[config.mk]
export PLATFORM = sky130hd
export DESIGN_NAME = pipeline_stall_controller
export DESIGN_NICKNAME = d
export VERILOG_FILES = /design/src/rtl/pipeline_stall_controller.sv
export SDC_FILE = /design/constraint.sdc
export NUM_CORES = 1
export LEC_CHECK = 0
export CAP_MARGIN = 20
export CORE_UTILIZATION = 25
export CTS_CLUSTER_DIAMETER = 40
export DETAILED_ROUTE_END_ITERATION = 6
export PLACE_DENSITY_LB_ADDON = 0.08
export SETUP_SLACK_MARGIN = 0.02
export SYNTH_ARGS = -nofsm -noshare
export SYNTH_HDL_FRONTEND = slang
export SYNTH_SLANG_ARGS = --single-unit
[constraint.sdc]
create_clock -name clk -period 2 [get_ports clk]
set_input_delay 0.6 -clock clk [delete_from_list [all_inputs] [get_ports clk]]
set_output_delay 0.6 -clock clk [all_outputs]
set_load 0.03 [all_outputs]
[src/rtl/pipeline_stall_controller.sv]
// Pipeline stall controller: turns hazard, branch, memory-wait and multicycle-issue
// flags into freeze/flush/bubble controls for the IF/ID, ID/EXE and EXE/MEM registers.
// Holds the multicycle-EXE FSM and its down-counter.
// Optional macro STALL_PERF_EN adds a saturating 32-bit Stall_Cycles counter output.
module pipeline_stall_controller #(
  parameter int unsigned MULTI_CYCLES = 3,
  parameter int unsigned CNT_W        = 4
) (
  input  logic        clk,
  input  logic        rst_n,
  input  logic        Hazard_Detected,
  input  logic        Branch_Taken,
  input  logic        Multi_Start,
  input  logic        Mem_Req,
  input  logic        Mem_Ready,
  output logic        Freeze_IF,
  output logic        Freeze_ID,
  output logic        Flush_IF,
  output logic        Flush_ID,
  output logic        Freeze_EXE,
  output logic        Bubble_MEM,
  output logic        Freeze_MEM,
`ifdef STALL_PERF_EN
  output logic [31:0] Stall_Cycles,
`endif
  output logic        Multi_Busy
);

  localparam logic [0:0] StRun   = 1'b0;
  localparam logic [0:0] StMulti = 1'b1;

  localparam logic             MultiEn = (MULTI_CYCLES > 1);
  localparam logic [CNT_W-1:0] CntLoad = CNT_W'(MULTI_CYCLES - 1);
  localparam logic [CNT_W-1:0] CntOne  = CNT_W'(1);

  logic [0:0]       state_q, state_d;
  logic [CNT_W-1:0] cnt_q, cnt_d;
  logic             mem_wait;

  assign mem_wait   = Mem_Req & ~Mem_Ready;
  assign Multi_Busy = rst_n & (state_q == StMulti);

  // Next-state: memory wait freezes the FSM; MULTI counts down; RUN may launch a multicycle op.
  always_comb begin
    state_d = state_q;
    cnt_d   = cnt_q;
    if (!mem_wait) begin
      if (state_q == StMulti) begin
        // cnt==0 in MULTI is unreachable; treat it like the last cycle for robustness
        if (cnt_q <= CntOne) begin
          state_d = StRun;
          cnt_d   = '0;
        end else begin
          cnt_d = cnt_q - CntOne;
        end
      end else if (!Branch_Taken && !Hazard_Detected && Multi_Start && MultiEn) begin
        state_d = StMulti;
        cnt_d   = CntLoad;
      end
    end
  end

  // State register with asynchronous reset to RUN, counter cleared.
  always_ff @(posedge clk or negedge rst_n) begin
    if (!rst_n) begin
      state_q <= StRun;
      cnt_q   <= '0;
    end else begin
      state_q <= state_d;
      cnt_q   <= cnt_d;
    end
  end

  // Stage controls by fixed priority; everything is forced low while reset is held.
  always_comb begin
    Freeze_IF  = 1'b0;
    Freeze_ID  = 1'b0;
    Flush_IF   = 1'b0;
    Flush_ID   = 1'b0;
    Freeze_EXE = 1'b0;
    Bubble_MEM = 1'b0;
    Freeze_MEM = 1'b0;
    if (!rst_n) begin
      Freeze_IF = 1'b0;
    end else if (mem_wait) begin
      Freeze_IF  = 1'b1;
      Freeze_ID  = 1'b1;
      Freeze_EXE = 1'b1;
      Freeze_MEM = 1'b1;
    end else if (state_q == StMulti) begin
      Freeze_IF  = 1'b1;
      Freeze_ID  = 1'b1;
      Freeze_EXE = 1'b1;
      Bubble_MEM = 1'b1;
    end else if (Branch_Taken) begin
      Flush_IF = 1'b1;
      Flush_ID = 1'b1;
    end else if (Hazard_Detected) begin
      Freeze_IF = 1'b1;
      Freeze_ID = 1'b1;
      Flush_ID  = 1'b1;
    end
  end

`ifdef STALL_PERF_EN
  logic [31:0] stall_q;

  // Count front-end stall cycles, saturating at all-ones.
  always_ff @(posedge clk or negedge rst_n) begin
    if (!rst_n) begin
      stall_q <= '0;
    end else if (Freeze_IF && (stall_q != 32'hFFFF_FFFF)) begin
      stall_q <= stall_q + 32'd1;
    end
  end

  assign Stall_Cycles = stall_q;
`endif

endmodule

==> results of run 1 <==
## area by class of cell
type | instances | area, sq um
Inverter | 2 | 7.51
Clock inverter | 1 | 5.00
Fill cell | 146 | 833
Timing Repair Buffer | 23 | 193
Clock buffer | 3 | 22.5
Multi-Input combinational cell | 34 | 283
Tap cell | 16 | 20.0
Sequential cell | 5 | 125
## cells in the final DEF, fill, tap and decap left out, types with 2 or more instances in the layout
| master | Yosys | layout |
|---|---|---|
| a211o_1 | 2 | 2 |
| a31oi_1 | 2 | 2 |
| buf_2 | 0 | 2 |
| buf_4 | 1 | 12 |
| buf_6 | 0 | 6 |
| clkbuf_4 | 0 | 3 |
| dfrtp_1 | 5 | 5 |
| ha_1 | 2 | 2 |
| inv_1 | 2 | 2 |
| nand2_1 | 2 | 2 |
| nor2_1 | 2 | 2 |
| o21bai_1 | 2 | 2 |
| or2_4 | 1 | 2 |
## power by group through the flow
stage                     sequential [W]  clock, W  combinational, W
after global placement          0.000189         0          0.000331
after global routing            0.000201  0.000133          0.000393
after CTS                       0.000193  0.000125          0.000366
final                           0.000195  0.000121          0.000360
after detailed placement        0.000194         0          0.000350
after floorplan                 0.000181         0          0.000242
## worst max-delay path by stage
stage	startpoint	endpoint	slack, ps	cells past startpoint
after floorplan	Mem_Req	Flush_ID	-20	2
after global placement	Mem_Req	Freeze_EXE	-750	5
after detailed placement	Mem_Req	Freeze_EXE	-780	5
after CTS	Mem_Req	Freeze_IF	10	5
after global routing	Mem_Req	Flush_ID	-8	5
final	Mem_Req	Freeze_EXE	40	5
## kinds of logic (layout without fill, tap and decap cells)
| group | after synthesis | count (layout) | synth area share |
|---|---|---|---|
| fa+ha+maj | 2 | 2 | 0.0629 |
| flops | 5 | 5 | 0.314 |
| buf+inv | 4 | 29 | 0.0472 |
| compound gates | 12 | 12 | 0.252 |
| simple gates | 20 | 20 | 0.324 |
## repair_timing
| action | CTS | global route |
|---|---|---|
| gates resized for setup | 29 | 3 |
| buffers inserted | 1 | 0 |
| endpoints found under the hold margin | 0 | 0 |
| setup endpoints to repair | 8 | 5 |
| pin swaps | 1 | 1 |
## state kept, by name, summed over array words and instances, names as in the netlist
register and count:
state_q 1, cnt_q 4
## through the flow
step	area (sq um)	util	hold WS, ps	instances	worst slack (ps)
final	656	0.440	275	84	35.3
after CTS	666	0.447	370	84	14.9
after detailed placement	602	0.404	577	79	-782
after global routing	656	0.440	276	84	-7.60
after global placement	602	0.404	556	79	-751
after floorplan	410	-	304	43	-15.2
## per-layer routing
metal  vias up  routed length [um]  track usage
met5         -                   0            0
met4         0                  21       0.0968
met3         4                  72       0.0435
met2        15                 590        0.256
met1       203                 463        0.159
li1        212                   -            -
## critical path: stages
cell	delay, ps
buf_6	90
nor2b_4	120
and2_2	190
or2_4	230
buf_6	140
==> impl_metrics.env, run 1 <==
export IMPL_pwr_share_comb=0.534
export IMPL_p_sw_frac=0.413
export IMPL_totalWireLength_mm=1.15
export IMPL_syn_nets=52
export IMPL_core_area_sq_um=1490
export IMPL_status="finished clean"
export IMPL_syn_area_sq_um=398
export IMPL_hp_class="in -> async"
export IMPL_htree_levels=1
export IMPL_grt_overflow=0
export IMPL_root_buffer="clkbuf_4"
export IMPL_r2r_slack_ps=560
export IMPL_cp_end_kind="output pin"
export IMPL_critPathArrivalTime_ps=1360
export IMPL_dr_pass1_iters=3
export IMPL_relSlewSlack=0.803
export IMPL_gp_congestion=0.742
export IMPL_start_util=0.267
export IMPL_crit_required_ps=1400
export IMPL_cts_buffer_depth=2
export IMPL_maxCapViolCount=0
export IMPL_via_per_inst=5.17
export IMPL_antenna_found_initial=0
export IMPL_synth_most_common_cell="dfrtp_1"
export IMPL_clk_pin_slew_worst_paths_ps=50
export IMPL_cts_buffers=3
export IMPL_synth_commonest_cells="5 x dfrtp_1, 3 x and2_1"
export IMPL_crit_type="in -> out"
export IMPL_post_drt_wl_per_cell_um=13.7
export IMPL_worst_r2r_cell_count=5
export IMPL_ctsHoldBuffers=0
export IMPL_tns_ps=0
export IMPL_drc=0
export IMPL_irDropWorstVdd_mv=0.561
export IMPL_setup_viol=0
export IMPL_grt_pass1_wl_mm=1.94
export IMPL_reg2reg_from="cnt_q[0]$_DFFE_PN0P_"
export IMPL_die_w_um=41.9
export IMPL_r2r_end="cnt_q[3]$_DFFE_PN0P_"
export IMPL_post_route_min_period_ps=1960
export IMPL_syn_avg_cell_area_sq_um=9.25
export IMPL_clock_sinks=5
export IMPL_ant_nets=0
export IMPL_p_switching_w=0.000279
export IMPL_power_density_nw_per_um2=1030
export IMPL_ys_seq_area_frac=0.314
export IMPL_drt_iter0_drc=12
export IMPL_yosys_most_used_dff="dfrtp_1"
export IMPL_nets=78
export IMPL_drive_gt1_frac=0.500
export IMPL_slew_viol_final=0
export IMPL_n_antenna_cell=0
export IMPL_post_dp_hpwl_um=924
export IMPL_finalCritPeriodShare=0.982
export IMPL_track_usage=0.150
export IMPL_start_kind="primary input"
export IMPL_fin_skew_ps=8.30
export IMPL_async_flop_share=1.00
export IMPL_netlist_cell_type_count=27
export IMPL_p_total_w=0.000675
export IMPL_area_growth_pct=64.8
export IMPL_p_leak_nw=0.335
export IMPL_numPortBuffers=14
export IMPL_rows=14
export IMPL_synth_edf_count=0
export IMPL_ys_top_cells_by_area="dfrtp_1 31%, ha_1 6.3%, and2_1 4.7%, a211o_1 4.4%, nor4b_1 4.4%"
export IMPL_fmax_mhz=509
export IMPL_routed_via_count=434
export IMPL_tightest_slew_ps=291
export IMPL_die_area_sq_um=1760
export IMPL_seq_power_share=0.288
export IMPL_rsz0062_at_grt="yes"
export IMPL_hold_violations=0
export IMPL_worstPathMaxFanout=2
export IMPL_die_y_um=41.9
export IMPL_grt_pass1_vias=426
export IMPL_postSynthCellCount=43
export IMPL_grt_max_degree=14
export IMPL_clk_latency_ps=250
export IMPL_synth_top_cell_area_share=0.314
export IMPL_intPower_w=0.000397
export IMPL_ys_ff_latch=5
export IMPL_netlist_top_cell_by_area="dfrtp_1"
export IMPL_ioPinCount=15
export IMPL_clkPwrFrac=0.178
export IMPL_cts_tree="yes"
export IMPL_yosysWarnings=0
(Power assumes the default switching activity.)
==> run 2: changes to the inputs <==
--- a/config.mk
+++ b/config.mk
@@ -7,6 +7,7 @@
 export LEC_CHECK = 0
 export CAP_MARGIN = 20
 export CORE_UTILIZATION = 25
+export CTS_BUF_LIST = sky130_fd_sc_hd__clkbuf_4 sky130_fd_sc_hd__clkbuf_8
 export CTS_CLUSTER_DIAMETER = 40
 export DETAILED_ROUTE_END_ITERATION = 6
 export PLACE_DENSITY_LB_ADDON = 0.08
==> results of run 2 <==
Final layout, timing and power as in run 1 (identical DEF).
